$ cat src/rtl/ps2_kbd_decoder.sv
// ps2_kbd_decoder: PS/2 keyboard front end -> scancode FIFO -> prefix parser -> ASCII lookup -> key events.
// Latency: FIFO pop of a non-prefix byte to key_valid high is 3 clk; PS/2 edge detect adds 3 clk of sync.
// Backpressure: key_valid is held with key_* stable until key_ready; frames keep landing in the FIFO
//   meanwhile; a frame arriving with the FIFO full (and no pop that cycle) is dropped and sets overflow.
//
// Ports:
//   clk, clrn            system clock, asynchronous active-low reset
//   ps2_clk, ps2_data    raw asynchronous PS/2 lines
//   lut_addr / lut_data  read address to / ASCII from the scancode lookup RAM (1 clk read latency)
//   key_valid/key_ready  event handshake; key_code, key_ascii, key_make carry the event
//   key_down, press_cnt  hold tracking: a key is held / number of distinct presses
//   frame_err, overflow  sticky error flags, cleared only by reset

// Small generic first-word-fall-through FIFO.
// Latency: a pushed word is visible on o_dat the cycle after the push.
// Backpressure: a push into a full FIFO is accepted only if a pop happens in the same cycle; else o_drop.
module ps2_kbd_fifo #(
  parameter int DEPTH = 8,
  parameter int W     = 8
) (
  input  logic         clk,
  input  logic         rst_n,
  input  logic         i_push,
  input  logic [W-1:0] i_dat,
  input  logic         i_pop,
  output logic [W-1:0] o_dat,
  output logic         o_empty,
  output logic         o_drop
);
  localparam int AW = $clog2(DEPTH);

  logic [W-1:0]  r_mem [DEPTH];
  logic [AW-1:0] r_wr_ptr;
  logic [AW-1:0] r_rd_ptr;
  logic [AW:0]   r_cnt;

  logic w_full;
  logic w_pop;
  logic w_push_ok;

  assign o_empty   = (r_cnt == '0);
  assign w_full    = (r_cnt == (AW+1)'(DEPTH));
  assign w_pop     = i_pop && !o_empty;
  // When full, the popped slot is the one being written, and the read happens before the edge.
  assign w_push_ok = i_push && (!w_full || w_pop);
  assign o_drop    = i_push && !w_push_ok;
  assign o_dat     = r_mem[r_rd_ptr];

  always_ff @(posedge clk) begin
    if (w_push_ok) begin
      r_mem[r_wr_ptr] <= i_dat;
    end
  end

  always_ff @(posedge clk or negedge rst_n) begin
    if (!rst_n) begin
      r_wr_ptr <= '0;
      r_rd_ptr <= '0;
      r_cnt    <= '0;
    end else begin
      // Pointers are exactly AW bits wide, so they wrap modulo DEPTH on their own.
      if (w_push_ok) begin
        r_wr_ptr <= r_wr_ptr + 1'b1;
      end
      if (w_pop) begin
        r_rd_ptr <= r_rd_ptr + 1'b1;
      end
      case ({w_push_ok, w_pop})
        2'b10:   r_cnt <= r_cnt + 1'b1;
        2'b01:   r_cnt <= r_cnt - 1'b1;
        default: r_cnt <= r_cnt;
      endcase
    end
  end
endmodule

module ps2_kbd_decoder #(
  parameter int DEPTH   = 8,
  parameter int TIMEOUT = 5000
) (
  input  logic       clk,
  input  logic       clrn,
  input  logic       ps2_clk,
  input  logic       ps2_data,
  output logic [7:0] lut_addr,
  input  logic [7:0] lut_data,
  input  logic       key_ready,
  output logic       key_valid,
  output logic [7:0] key_code,
  output logic [7:0] key_ascii,
  output logic       key_make,
  output logic       key_down,
  output logic [7:0] press_cnt,
  output logic       frame_err,
  output logic       overflow
);
  localparam int TW = $clog2(TIMEOUT + 1);
  localparam logic [7:0] BRK_CODE = 8'hF0;
  localparam logic [7:0] EXT_CODE = 8'hE0;

  typedef enum logic [1:0] {
    S_IDLE = 2'd0,
    S_WAIT = 2'd1,
    S_CAP  = 2'd2,
    S_OUT  = 2'd3
  } state_t;

  // ---------------------------------------------------------------------------
  // Line synchronisers. Sync flops reset to 0 so a PS/2 clock that is already
  // low when reset is released cannot be mistaken for a falling edge.
  // ---------------------------------------------------------------------------
  logic [2:0] r_clk_sync;
  logic [1:0] r_dat_sync;
  logic       w_fall;
  logic       w_bit;

  always_ff @(posedge clk or negedge clrn) begin
    if (!clrn) begin
      r_clk_sync <= '0;
      r_dat_sync <= '0;
    end else begin
      r_clk_sync <= {r_clk_sync[1:0], ps2_clk};
      r_dat_sync <= {r_dat_sync[0], ps2_data};
    end
  end

  // r_clk_sync[1] and r_dat_sync[1] are the same age, so the data bit lines up with the edge.
  assign w_fall = r_clk_sync[2] && !r_clk_sync[1];
  assign w_bit  = r_dat_sync[1];

  // ---------------------------------------------------------------------------
  // Frame assembly. Bits arrive LSB first and shift in at the top, so after 10
  // edges r_shift = {parity, data[7:0], start}; the 11th bit (stop) is w_bit.
  // ---------------------------------------------------------------------------
  logic [9:0]    r_shift;
  logic [3:0]    r_bit_cnt;
  logic [TW-1:0] r_to_cnt;
  logic          w_frame_done;
  logic          w_frame_good;
  logic          w_frame_vld;
  logic          w_frame_bad;
  logic [7:0]    w_frame_dat;

  assign w_frame_done = w_fall && (r_bit_cnt == 4'd10);
  // Odd parity across data and parity bit means the XOR of all nine is 1.
  assign w_frame_good = !r_shift[0] && w_bit && (^r_shift[9:1]);
  assign w_frame_vld  = w_frame_done && w_frame_good;
  assign w_frame_bad  = w_frame_done && !w_frame_good;
  assign w_frame_dat  = r_shift[8:1];

  always_ff @(posedge clk or negedge clrn) begin
    if (!clrn) begin
      r_shift   <= '0;
      r_bit_cnt <= '0;
      r_to_cnt  <= '0;
    end else if (w_fall) begin
      r_to_cnt <= '0;
      if (r_bit_cnt == 4'd10) begin
        r_bit_cnt <= '0;
      end else begin
        r_shift   <= {w_bit, r_shift[9:1]};
        r_bit_cnt <= r_bit_cnt + 1'b1;
      end
    end else if (r_bit_cnt != 4'd0) begin
      // A stalled partial frame is abandoned quietly; it is not a framing error.
      if (r_to_cnt == TW'(TIMEOUT)) begin
        r_bit_cnt <= '0;
        r_to_cnt  <= '0;
      end else begin
        r_to_cnt <= r_to_cnt + 1'b1;
      end
    end else begin
      r_to_cnt <= '0;
    end
  end

  // ---------------------------------------------------------------------------
  // Scancode FIFO
  // ---------------------------------------------------------------------------
  logic [7:0] w_fifo_dat;
  logic       w_fifo_empty;
  logic       w_fifo_drop;
  logic       w_pop;

  ps2_kbd_fifo #(
    .DEPTH (DEPTH),
    .W     (8)
  ) u_fifo (
    .clk     (clk),
    .rst_n   (clrn),
    .i_push  (w_frame_vld),
    .i_dat   (w_frame_dat),
    .i_pop   (w_pop),
    .o_dat   (w_fifo_dat),
    .o_empty (w_fifo_empty),
    .o_drop  (w_fifo_drop)
  );

  always_ff @(posedge clk or negedge clrn) begin
    if (!clrn) begin
      frame_err <= 1'b0;
      overflow  <= 1'b0;
    end else begin
      if (w_frame_bad) begin
        frame_err <= 1'b1;
      end
      if (w_fifo_drop) begin
        overflow <= 1'b1;
      end
    end
  end

  // ---------------------------------------------------------------------------
  // Parser FSM: state register / next state / control strobes
  // ---------------------------------------------------------------------------
  state_t r_state;
  state_t w_state_nxt;
  logic   w_is_prefix;
  logic   w_load;
  logic   w_set_brk;
  logic   w_cap;
  logic   w_ack;

  assign w_is_prefix = (w_fifo_dat == BRK_CODE) || (w_fifo_dat == EXT_CODE);

  always_ff @(posedge clk or negedge clrn) begin
    if (!clrn) begin
      r_state <= S_IDLE;
    end else begin
      r_state <= w_state_nxt;
    end
  end

  always_comb begin
    w_state_nxt = r_state;
    case (r_state)
      S_IDLE: begin
        if (!w_fifo_empty && !w_is_prefix) begin
          w_state_nxt = S_WAIT;
        end
      end
      S_WAIT:  w_state_nxt = S_CAP;
      S_CAP:   w_state_nxt = S_OUT;
      S_OUT: begin
        if (key_valid && key_ready) begin
          w_state_nxt = S_IDLE;
        end
      end
      default: w_state_nxt = S_IDLE;
    endcase
  end

  always_comb begin
    w_pop     = 1'b0;
    w_load    = 1'b0;
    w_set_brk = 1'b0;
    w_cap     = 1'b0;
    w_ack     = 1'b0;
    case (r_state)
      S_IDLE: begin
        w_pop     = !w_fifo_empty;
        w_load    = !w_fifo_empty && !w_is_prefix;
        w_set_brk = !w_fifo_empty && (w_fifo_dat == BRK_CODE);
      end
      S_CAP:   w_cap = 1'b1;
      S_OUT:   w_ack = key_valid && key_ready;
      default: ;
    endcase
  end

  // ---------------------------------------------------------------------------
  // Event datapath and hold tracking. key_code doubles as the byte being
  // processed; it is loaded together with lut_addr and is stable through CAP.
  // ---------------------------------------------------------------------------
  logic       r_brk;
  logic [7:0] r_held_code;
  logic       w_same_key;

  assign w_same_key = (key_code == r_held_code);

  always_ff @(posedge clk or negedge clrn) begin
    if (!clrn) begin
      lut_addr    <= '0;
      key_code    <= '0;
      key_ascii   <= '0;
      key_make    <= 1'b0;
      key_valid   <= 1'b0;
      key_down    <= 1'b0;
      press_cnt   <= '0;
      r_brk       <= 1'b0;
      r_held_code <= '0;
    end else begin
      if (w_load) begin
        lut_addr <= w_fifo_dat;
        key_code <= w_fifo_dat;
      end
      // E0 leaves a pending break flag alone, so F0 E0 xx still reports a release.
      if (w_set_brk) begin
        r_brk <= 1'b1;
      end
      if (w_cap) begin
        key_ascii <= lut_data;
        key_make  <= !r_brk;
        key_valid <= 1'b1;
        r_brk     <= 1'b0;
        if (!r_brk) begin
          // Auto-repeat of the key already held does not count as a new press.
          if (!key_down || !w_same_key) begin
            press_cnt <= press_cnt + 1'b1;
          end
          key_down    <= 1'b1;
          r_held_code <= key_code;
        end else if (w_same_key) begin
          key_down <= 1'b0;
        end
      end
      if (w_ack) begin
        key_valid <= 1'b0;
      end
    end
  end
endmodule

$ cat config.mk
export PLATFORM = sky130hd
export DESIGN_NAME = ps2_kbd_decoder
export DESIGN_NICKNAME = d
export VERILOG_FILES = /design/src/rtl/ps2_kbd_decoder.sv
export SDC_FILE = /design/constraint.sdc
export NUM_CORES = 1
export LEC_CHECK = 0
export BUFFER_PORTS_ARGS = -buffer_cell sky130_fd_sc_hd__buf_4
export CORE_ASPECT_RATIO = 0.75
export CORE_MARGIN = 10
export CORE_UTILIZATION = 50
export DETAILED_ROUTE_END_ITERATION = 6
export GPL_ROUTABILITY_DRIVEN = 0
export PLACE_DENSITY = 0.68
export SLEW_MARGIN = 20
export SYNTH_ARGS = -nofsm -noshare
export SYNTH_HDL_FRONTEND = slang
export SYNTH_SLANG_ARGS = --single-unit
$ cat constraint.sdc
create_clock -name clk -period 7.8 [get_ports clk]
set_clock_uncertainty 0.2 [all_clocks]
set_input_delay 0.39 -clock clk [delete_from_list [all_inputs] [get_ports clk]]
set_output_delay 0.39 -clock clk [all_outputs]
set_load 0.01 [all_outputs]
==> qor.yml <==
clockPowerShare: 0.294
ys_top_cells_by_area: "dfrtp_1 32%, edfxtp_1 30%, mux4_1 6.2%"
syn_area_per_cell_sq_um: 14.7
yosysUniqueCellTypes: 51
first_pass_iters: 5
cp.required_ns: 7.72
rsz0062_at_grt: "no"
hold_path_end: "key_ascii[0]$_DFFE_PN0P_"
synth_top_area_share: 0.324
yosysWarnings: 0
layout.nets: 526
yosysTopAreaCell: "dfrtp_1"
seq_area_frac_synth: 0.627
ys_seq_elements: 146
power_switching_mw: 0.904
ys.flop_type: "dfrtp_1"
port-buffer-count: 49
die_area_sq_um: 17600
detail-route-antenna-nets: 0
ir_drop_mv: 0.176
clock_sinks: 146
tns_ns: 0
synth_edf_count: 64
tightest_slew_ns: 0.960
core_area_sq_um: 12300
syn_area_sq_um: 6340
slew_headroom: 0.360
crit_top_cell: "xnor2_1"
die_h_um: 118
hold_viol_final: 0
via_per_inst: 5.32
max_freq_mhz: 268
syn_inst: 432
holdCritStartpoint: "lut_data[0]"
via_count: 3603
hold_class: "input pin to flip-flop"
worstSkewPairLatency_ns: 0.41
critPathMaxFanout: 12
syn_nets: 460
cp.arrival_ns: 3.64
fill_cells: 939
cts_tree: "done"
start_util: 0.513
post_dp_cell_area_sq_um: 6850
num_io_pins: 50
n_antenna_cell: 0
wl_met1_um: 5610
p_seq_frac: 0.422
clockRootBuffer: "clkbuf_16"
p_int_mw: 1.96
cts_resized: 0
die_x_um: 150
setup_viol: 0
swShare: 0.315
slew_viol_final: 0
slowest_stage: "nor4b_1"
gr-total-overflow: 0
maxCapViolations: 0
rows: 35
crit_type: "flip-flop to flip-flop"
period_needed_ns: 3.73
fin_crit_sh: 0.478
async_flop_share: 0.562
status: "finished, final reports clean"
wl_per_cell_um: 17.7
rr_worst_depth: 6
stdcell_area_sq_um: 7570
dr_wl_met3_um: 912
dr_wl_met2_um: 5430
drc: 0
grt_pass1_vias: 3694
clockBufferDepth: 2
endpoint_kind: "flip-flop"
syn2layout_area_growth_pct: 19.4
grt_pass1_wl_um: 19900
grt_max_degree: 61
numCtsBuffers: 17
dp_hpwl_um: 8120
reg2reg_slack_ns: 4.07
drive_above_1_share: 0.249
r2r_end: "u_fifo.r_mem[5][3]$_DFFE_PP_"
power_density_nw_per_um2: 379
r2r_start: "r_shift[3]$_DFFE_PN0P_"
h-tree-depth: 4
finalWirelength_um: 12000
crit_chain: "xnor2_1, xnor3_1, xnor2_1, nand4_1, nor4b_1, buf_4"
antenna_found_initial: 0
drtIter0Drc: 128
crit_path_start_kind: "flip-flop"
hold_path_depth: 2
critPathMaxStageDelay_ns: 0.94
leakagePower_nw: 3.13
grtUsageTotal: 0.142
top_layer: "met4"
clk_pin_slew_ns: 0.06
p_comb_frac: 0.284
[through the flow]
| step | cells | hold WS [ns] | worst slack, ns | util | power [mW] |
|---|---|---|---|---|---|
| after floorplan | 432 | -0.106 | 4.57 | - | 1.78 |
| after global placement | 635 | 0.110 | 4.05 | 0.554 | 2.02 |
| after detailed placement | 635 | 0.115 | 4.13 | 0.555 | 2.05 |
| after CTS | 677 | 0.0101 | 4.08 | 0.613 | 2.90 |
| after global routing | 677 | 0.00866 | 3.84 | 0.613 | 3.05 |
| final | 677 | 0.0269 | 4.07 | 0.613 | 2.87 |
[registers in the layout, summed over array words and instances (netlist names), 4 cells and up]
register,cells
press_cnt,8
r_to_cnt,13
r_shift,10
key_ascii,8
u_fifo.r_cnt,4
u_fifo.r_mem,64
r_bit_cnt,4
r_held_code,8
key_code,8
[cells by family after synthesis]
logic type | count (synthesis) | synth area share
buffers and inverters | 34 | 0.0288
flip-flops | 146 | 0.627
XOR/XNOR | 41 | 0.0588
AO/OA/AOI/OAI | 29 | 0.0320
AND/OR/NAND/NOR | 113 | 0.0920
multiplexers | 54 | 0.132
adder cells (fa/ha/maj) | 15 | 0.0296
[synthesized netlist by cell type (3+ instances only)]
| cell type | count |
|---|---|
| a21oi_1 | 3 |
| a31oi_1 | 3 |
| and3_1 | 5 |
| buf_4 | 8 |
| clkbuf_1 | 8 |
| dfrtp_1 | 82 |
| edfxtp_1 | 64 |
| ha_1 | 15 |
| inv_1 | 15 |
| mux2_2 | 31 |
| mux2i_1 | 6 |
| mux4_1 | 15 |
| nand2_1 | 38 |
| nand2b_1 | 4 |
| nand3_1 | 8 |
| nand4_1 | 7 |
| nor2_1 | 22 |
| nor2b_1 | 3 |
| nor3_1 | 6 |
| nor4_1 | 6 |
| o21ai_0 | 10 |
| xnor2_1 | 20 |
| xor2_1 | 20 |
[layer usage]
layer  global-route usage  vias to the layer above
met1                0.196                     1783
met4               0.0418                        0
met3               0.0507                        4
met5                    0                        -
li1                     -                     1713
met2                0.206                      103
[power by group through the flow]
stage / logic, mW / clock network (mW) / registers, mW
final: 0.816 / 0.842 / 1.21
after floorplan: 0.619 / 0 / 1.16
after global placement: 0.807 / 0 / 1.21
after CTS: 0.829 / 0.859 / 1.21
after detailed placement: 0.819 / 0 / 1.23
after global routing: 0.908 / 0.892 / 1.25
[final cells by class]
cell class / count / area [sq um] / area share
Clock buffer: 18 / 429 / 0.0567
Clock inverter: 14 / 186 / 0.0246
Inverter: 15 / 56.3 / 0.00744
Multi-Input combinational cell: 252 / 2190 / 0.290
Sequential cell: 146 / 3970 / 0.525
Tap cell: 166 / 208 / 0.0274
Timing Repair Buffer: 66 / 520 / 0.0688
[worst max-delay path: cells and delay by family, from the launching register on]
kind	cells	cell delay [ns]
simple gates	2	1.47
buf+inv	1	0.29
flops	1	0.50
xor+xnor	3	0.95
[worst max path at each step]
stage	cells past startpoint	endpoint	start
6_report	6	u_fifo.r_mem[5][3]$_DFFE_PP_	r_shift[3]$_DFFE_PN0P_
5_1_grt	6	u_fifo.r_mem[4][0]$_DFFE_PP_	r_shift[3]$_DFFE_PN0P_
4_1_cts	6	u_fifo.r_mem[4][0]$_DFFE_PP_	r_shift[3]$_DFFE_PN0P_
3_5_place_dp	6	u_fifo.r_mem[5][3]$_DFFE_PP_	r_shift[3]$_DFFE_PN0P_
3_3_place_gp	5	u_fifo.r_mem[2][2]$_DFFE_PP_	r_shift[3]$_DFFE_PN0P_
2_1_floorplan	6	u_fifo.r_mem[4][0]$_DFFE_PP_	r_shift[3]$_DFFE_PN0P_
[layout by cell type, fill, tap and decap left out, drive strengths merged, types with 2 or more instances in the layout]
cell type / count
dfrtp: 82
edfxtp: 64
buf: 56
nand2: 38
mux2: 32
nor2: 22
xor2: 20
xnor2: 20
clkbuf: 18
inv: 17
mux4: 16
ha: 15
o21ai: 10
dlygate4sd3: 10
nand3: 8
nand4: 7
nor4: 6
mux2i: 6
and3: 6
clkinv: 6
nor3: 6
nand2b: 4
bufinv: 4
a21oi: 4
a31oi: 4
nor2b: 3
or4b: 2
nand3b: 2
nor4b: 2
a311oi: 2
a211oi: 2
clkinvlp: 2
[what timing repair did]
action,CTS,global route
buffers inserted,0,0
hold endpoints to repair,31,0
hold buffers,10,0
Note: power is estimated with default switching activity, not from simulation.
